$ cat config.mk
export PLATFORM = sky130hd
export DESIGN_NAME = fifo_2p_ram_ctrl
export DESIGN_NICKNAME = d
export VERILOG_FILES = /design/src/rtl/fifo_2p_ram_pkg.sv /design/src/rtl/fifo_2p_ram_obuf.sv /design/src/rtl/fifo_2p_ram_ctrl.sv
export SDC_FILE = /design/constraint.sdc
export NUM_CORES = 1
export LEC_CHECK = 0
export CAP_MARGIN = 5
export CORE_UTILIZATION = 30
export DETAILED_ROUTE_END_ITERATION = 16
export PLACE_DENSITY_LB_ADDON = 0.1
export SYNTH_ARGS = -nofsm -noshare
export SYNTH_HDL_FRONTEND = slang
export SYNTH_SLANG_ARGS = --single-unit
$ cat constraint.sdc
create_clock -name clk -period 3.2 [get_ports clk]
set_input_delay 0.64 -clock clk [delete_from_list [all_inputs] [get_ports clk]]
set_output_delay 0.64 -clock clk [all_outputs]
set_load 0.01 [all_outputs]
$ cat src/rtl/fifo_2p_ram_pkg.sv
// Shared defaults and sizing helpers for the two-port-RAM FIFO controller.
package fifo_2p_ram_pkg;

  localparam int DEF_DATA_WIDTH = 8;
  localparam int DEF_ADDR_WIDTH = 4;
  localparam int DEF_LATENCY    = 3;

  // The output buffer must absorb every read that can be in flight plus one
  // word being held while downstream stalls.
  function automatic int obuf_depth(input int latency);
    return latency + 1;
  endfunction

endpackage

$ cat src/rtl/fifo_2p_ram_obuf.sv
// Small register FIFO that catches RAM read data and presents it downstream.
module fifo_2p_ram_obuf #(
  parameter int DATA_WIDTH = 8,
  parameter int DEPTH      = 4,
  localparam int PW        = $clog2(DEPTH),
  localparam int CW        = $clog2(DEPTH + 1)
) (
  input  logic                  clk_i,
  input  logic                  rst_i,
  input  logic                  wr_en_i,
  input  logic [DATA_WIDTH-1:0] wr_data_i,
  input  logic                  rd_en_i,
  output logic [DATA_WIDTH-1:0] rd_data_o,
  output logic                  empty_o,
  output logic [CW-1:0]         cnt_o
);

  logic [DATA_WIDTH-1:0] mem_q [DEPTH];
  logic [PW-1:0]         wr_ptr_q, wr_ptr_d;
  logic [PW-1:0]         rd_ptr_q, rd_ptr_d;
  logic [CW-1:0]         cnt_q, cnt_d;

  // Pointer advance with wrap for depths that are not a power of two.
  function automatic logic [PW-1:0] ptr_next(input logic [PW-1:0] p);
    return (p == PW'(DEPTH - 1)) ? '0 : p + PW'(1);
  endfunction

  // Next-state for pointers and occupancy.
  always_comb begin
    wr_ptr_d = wr_ptr_q;
    rd_ptr_d = rd_ptr_q;
    if (wr_en_i) wr_ptr_d = ptr_next(wr_ptr_q);
    if (rd_en_i) rd_ptr_d = ptr_next(rd_ptr_q);
    cnt_d = cnt_q + CW'(wr_en_i) - CW'(rd_en_i);
  end

  // Control state; reset empties the buffer.
  always_ff @(posedge clk_i) begin
    if (rst_i) begin
      wr_ptr_q <= '0;
      rd_ptr_q <= '0;
      cnt_q    <= '0;
    end else begin
      wr_ptr_q <= wr_ptr_d;
      rd_ptr_q <= rd_ptr_d;
      cnt_q    <= cnt_d;
    end
  end

  // Data storage is not reset; validity is carried by the count.
  always_ff @(posedge clk_i) begin
    if (wr_en_i) mem_q[wr_ptr_q] <= wr_data_i;
  end

  assign rd_data_o = mem_q[rd_ptr_q];
  assign empty_o   = (cnt_q == '0);
  assign cnt_o     = cnt_q;

endmodule

$ cat src/rtl/fifo_2p_ram_ctrl.sv
// FIFO controller around an external simple dual-port RAM with pipelined reads.
module fifo_2p_ram_ctrl
  import fifo_2p_ram_pkg::*;
#(
  parameter int DATA_WIDTH = DEF_DATA_WIDTH,
  parameter int ADDR_WIDTH = DEF_ADDR_WIDTH,
  parameter int LATENCY    = DEF_LATENCY
) (
  input  logic                  clk,
  input  logic                  rst,
  input  logic                  in_valid,
  output logic                  in_ready,
  input  logic [DATA_WIDTH-1:0] in_data,
  output logic                  out_valid,
  input  logic                  out_ready,
  output logic [DATA_WIDTH-1:0] out_data,
  output logic                  ram_write_enable,
  output logic [ADDR_WIDTH-1:0] ram_write_addr,
  output logic [DATA_WIDTH-1:0] ram_data_in,
  output logic                  ram_read_enable,
  output logic [ADDR_WIDTH-1:0] ram_read_addr,
  input  logic [DATA_WIDTH-1:0] ram_data_out,
  output logic [ADDR_WIDTH+2:0] count
);

  localparam int CW     = ADDR_WIDTH + 3;
  localparam int OBUF_D = obuf_depth(LATENCY);
  localparam int OCW    = $clog2(OBUF_D + 1);
  localparam logic [CW-1:0] RAM_DEPTH_C = CW'(2 ** ADDR_WIDTH);
  localparam logic [CW-1:0] LAT_C       = CW'(LATENCY);

  logic [ADDR_WIDTH-1:0] wr_ptr_q, wr_ptr_d;
  logic [ADDR_WIDTH-1:0] rd_ptr_q, rd_ptr_d;
  logic [CW-1:0]         ram_used_q, ram_used_d;
  logic [CW-1:0]         avail_q, avail_d;
  logic [CW-1:0]         count_q, count_d;
  logic [LATENCY:0]      commit_q, commit_d;
  logic [LATENCY-2:0]    rvld_q, rvld_d;

  logic                  push, issue, pop, capture, eligible;
  logic [CW-1:0]         inflight, obuf_cnt_ext;
  logic [OCW-1:0]        obuf_cnt;
  logic                  obuf_empty;

  // Number of reads currently travelling through the RAM pipeline.
  function automatic logic [CW-1:0] popcnt(input logic [LATENCY-2:0] v);
    logic [CW-1:0] n;
    n = '0;
    for (int i = 0; i < LATENCY - 1; i++) n = n + CW'(v[i]);
    return n;
  endfunction

  // Write side: accept whenever a RAM slot is free, write straight through.
  assign in_ready         = (ram_used_q < RAM_DEPTH_C);
  assign push             = in_valid && in_ready;
  assign ram_write_enable = push;
  assign ram_write_addr   = wr_ptr_q;
  assign ram_data_in      = in_data;

  // Read side: only registered state decides issue, so out_ready never
  // reaches the RAM read port or in_ready combinationally. The commit tail is
  // looked at directly so a word becomes readable the cycle it matures.
  assign inflight        = popcnt(rvld_q);
  assign obuf_cnt_ext    = CW'(obuf_cnt);
  assign eligible        = (avail_q != '0) || commit_q[LATENCY];
  assign issue           = eligible && ((inflight + obuf_cnt_ext) <= LAT_C);
  assign ram_read_enable = issue;
  assign ram_read_addr   = rd_ptr_q;
  assign capture         = rvld_q[LATENCY-2];

  assign out_valid = !obuf_empty;
  assign pop       = out_valid && out_ready;
  assign count     = count_q;

  // Next-state for pointers, occupancy counters and the tracking shift registers.
  always_comb begin
    wr_ptr_d   = wr_ptr_q + ADDR_WIDTH'(push);
    rd_ptr_d   = rd_ptr_q + ADDR_WIDTH'(issue);
    ram_used_d = ram_used_q + CW'(push) - CW'(issue);
    avail_d    = avail_q + CW'(commit_q[LATENCY]) - CW'(issue);
    count_d    = count_q + CW'(push) - CW'(pop);
    commit_d    = '0;
    commit_d[0] = push;
    for (int i = 1; i <= LATENCY; i++) commit_d[i] = commit_q[i-1];
    rvld_d    = '0;
    rvld_d[0] = issue;
    for (int i = 1; i < LATENCY - 1; i++) rvld_d[i] = rvld_q[i-1];
  end

  // Control registers; reset drops everything in flight.
  always_ff @(posedge clk) begin
    if (rst) begin
      wr_ptr_q   <= '0;
      rd_ptr_q   <= '0;
      ram_used_q <= '0;
      avail_q    <= '0;
      count_q    <= '0;
      commit_q   <= '0;
      rvld_q     <= '0;
    end else begin
      wr_ptr_q   <= wr_ptr_d;
      rd_ptr_q   <= rd_ptr_d;
      ram_used_q <= ram_used_d;
      avail_q    <= avail_d;
      count_q    <= count_d;
      commit_q   <= commit_d;
      rvld_q     <= rvld_d;
    end
  end

  fifo_2p_ram_obuf #(
    .DATA_WIDTH (DATA_WIDTH),
    .DEPTH      (OBUF_D)
  ) u_obuf (
    .clk_i     (clk),
    .rst_i     (rst),
    .wr_en_i   (capture),
    .wr_data_i (ram_data_out),
    .rd_en_i   (pop),
    .rd_data_o (out_data),
    .empty_o   (obuf_empty),
    .cnt_o     (obuf_cnt)
  );

endmodule

==> qor.yml <==
timing:
  whs_ps: 434.3
  worst_pin_slew_ps: 575.5
  period_share: 0.8926
  fmax_ghz: 0.3501
  slew_headroom: 0.6158
  fin_skew_ps: 3.740
  fin_crit_ps: 2856
  setup_tns_ps: 0
  slew_viol_final: 0
  rsz0062_at_grt: "no"
  hold_violations: 0
  setup_viol: 0
logic_synthesis:
  yosysMostFrequentCell: "dfxtp_1"
  synth_nets: 387
  synthTopCellsByArea: "edfxtp_1 (26%), dfxtp_1 (24%), ha_1 (13%), mux4_2 (4.8%), inv_1 (3.9%)"
  synthFlopType: "dfxtp_1"
  synthTopCellsByCount: "dfxtp_1 (44), inv_1 (39), ha_1 (38)"
  ys_seq_area_frac: 0.4950
  synth-edff-count: 32
  syn_inst: 325
  async_flop_share: 0
  yosysTopAreaCell: "edfxtp_1"
  yosysUniqueCellTypes: 51
  ys_ff_latch: 76
  yosys_warnings: 0
  netlist_area_mm2: 0.003721
  synth_top_cell_area_share: 0.2582
  syn_avg_cell_area_um2: 11.45
floorplanning:
  fp.dieW_um: 113.4
  core_mm2: 0.01206
  num_rows: 40
  die_y_um: 113.4
  ios: 55
  dieArea_mm2: 0.01285
  initial_core_util: 0.3085
critical_path:
  worst-setup-path-type: "reg -> reg"
  required_ps: 3460
  r2r_start: "u_obuf.cnt_o[0]$_SDFF_PP0_"
  crit_fanout: 3
  end_kind: "flop"
  startpoint_type: "flop"
  r2r-end: "ram_used_q[6]$_SDFF_PP0_"
  reg2reg_depth: 14
  critical_path.startpoint: "u_obuf.cnt_o[0]$_SDFF_PP0_"
  r2r_slack_ps: 340
  cp.arrival_ps: 3120
final_layout:
  multi_input_area_mm2: 0.001623
  diodes: 0
  fill_cells: 1222
  utilization: 0.3751
  drive_gt1_frac: 0.08967
  nets: 425
  area.growth.synth_to_final_pct: 21.59
  seq_area_mm2: 0.001842
global_route:
  grt_usage: 0.1183
  grt_max_degree: 21
  grt_first_pass_wirelength_um: 11410
  grt_overflow: 0
  antenna_found_initial: 0
  grt_pass1_vias: 2453
power:
  ir_worst_vdd_uv: 360.6
  powerDensity_mw_per_mm2: 961.7
  p_leak_nw: 1.759
placed_design:
  dp_hpwl_um: 4836
  gp_congestion: 0.7320
  port_buffers: 38
routing:
  post_drt_wl_per_cell_um: 12.49
  drt_pass1_iterations: 4
  routed_wl_um: 6694
  final_antenna_net_count: 0
  drc: 0
  viasPerCell: 4.379
  vias: 2347
  drt-initial-drc-count: 105
clock_tree:
  cts_buffer_depth: 2
  clock_sinks: 76
  hold_buffers: 0
  clk_pin_slew_ps: 60
  clock_latency_ps: 340
  cts_inserted_buffers: 9
  cts_setup_buffers: 0
  cts_root_buffer: "clkbuf_16"
  cts_tree: "yes"
  cts_resized: 0
  htreeDepth: 3
worst_hold_path:
  hold_path_startpoint: "commit_q[2]$_SDFF_PP0_"
  hp-class: "reg -> reg"
  holdPathEnd: "commit_q[3]$_SDFF_PP0_"
  hold_path_depth: 1
run:
  cap_viol_max_count: 0
run_status:
  status: "completed"
sequential cells by signal, indices dropped and copies added (netlist names), named ones only:
name,count
count,7
ram_used_q,7
u_obuf.mem_q,32
ram_read_addr,4
avail_q,7
ram_write_addr,4
u_obuf.wr_ptr_q,2
commit_q,4
u_obuf.cnt_o,3
rvld_q,2
u_obuf.rd_ptr_q,2
kinds of logic after synthesis:
family,after synthesis,share of synthesized area
simple gates,88,0.1318
flops,76,0.4950
buf+inv,56,0.06893
compound gates,44,0.08003
fa+ha+maj,42,0.1493
mux,10,0.05380
xor+xnor,9,0.02118
power breakdown:
part           internal (mW)  switching [mW]  leakage (nW)
Combinational           1.02           0.986         0.973
Clock                  0.536           0.427         0.132
Sequential              1.23           0.152         0.654
metrics by stage:
step | power (mW) | instances | worst slack (ps) | area [um2]
6_report | 4.351 | 536 | 343.6 | 4524
5_1_grt | 4.780 | 536 | 48.99 | 4524
3_5_place_dp | 3.444 | 520 | 273.2 | 4243
2_1_floorplan | 2.840 | 325 | 461.7 | 3721
3_3_place_gp | 3.431 | 520 | 288.4 | 4243
4_1_cts | 4.452 | 536 | 264.0 | 4524
cell usage in the layout (no fill, tap or decap), types with 3 or more instances in the layout:
cell type / netlist / final
nand3_1: 5 / 5
inv_1: 39 / 39
inv_6: 0 / 3
edfxtp_1: 32 / 32
nor4_1: 4 / 4
xnor2_1: 5 / 5
a211oi_1: 7 / 7
dfxtp_1: 44 / 44
o211ai_1: 3 / 3
xor2_1: 4 / 4
a21o_1: 4 / 4
a21oi_1: 8 / 8
clkdlybuf4s50_1: 0 / 38
nor3_1: 7 / 7
buf_4: 9 / 5
ha_1: 38 / 38
nand2_1: 6 / 6
mux4_2: 8 / 8
nand2b_1: 4 / 4
fa_1: 4 / 4
o21ai_0: 7 / 7
nor2b_1: 18 / 18
clkbuf_16: 0 / 9
and2_1: 5 / 5
nor2_1: 22 / 22
how the worst max path moves through the flow:
stage	cells after the start	slack, ps	end
finish	14	340	ram_used_q[6]$_SDFF_PP0_
global route	14	50	ram_used_q[6]$_SDFF_PP0_
CTS	7	260	ram_read_enable
detailed placement	12	270	count[4]$_SDFF_PP0_
global placement	12	290	count[6]$_SDFF_PP0_
floorplan	14	460	avail_q[6]$_SDFF_PP0_
layer usage:
metal  vias up  track usage  part of all wire
met2        47       0.1951              0.47
met4         0      0.06053             0.023
met5         -            0                 0
met3        17      0.04198             0.046
met1      1072       0.1359              0.46
li1       1211            -                 -
area by class of cell:
cell class | count | share of cell area
tap | 168 | 0.04646
clock buffer | 9 | 0.04978
inverter | 40 | 0.03319
multi-input combinational | 193 | 0.3587
clock inverter | 7 | 0.01244
timing repair buffer | 43 | 0.09237
sequential | 76 | 0.4071
critical path, cell delays in order (launching register included):
cell	delay [ps]
dfxtp_1	330
ha_1	270
a21oi_1	190
nor2_1	70
o21bai_1	180
a21oi_1	150
ha_1	310
inv_1	50
ha_1	170
inv_1	60
fa_1	380
nor2b_1	220
o31a_1	200
nand4_1	110
o211ai_1	110
No activity file was read; power rests on OpenSTA's default activity.
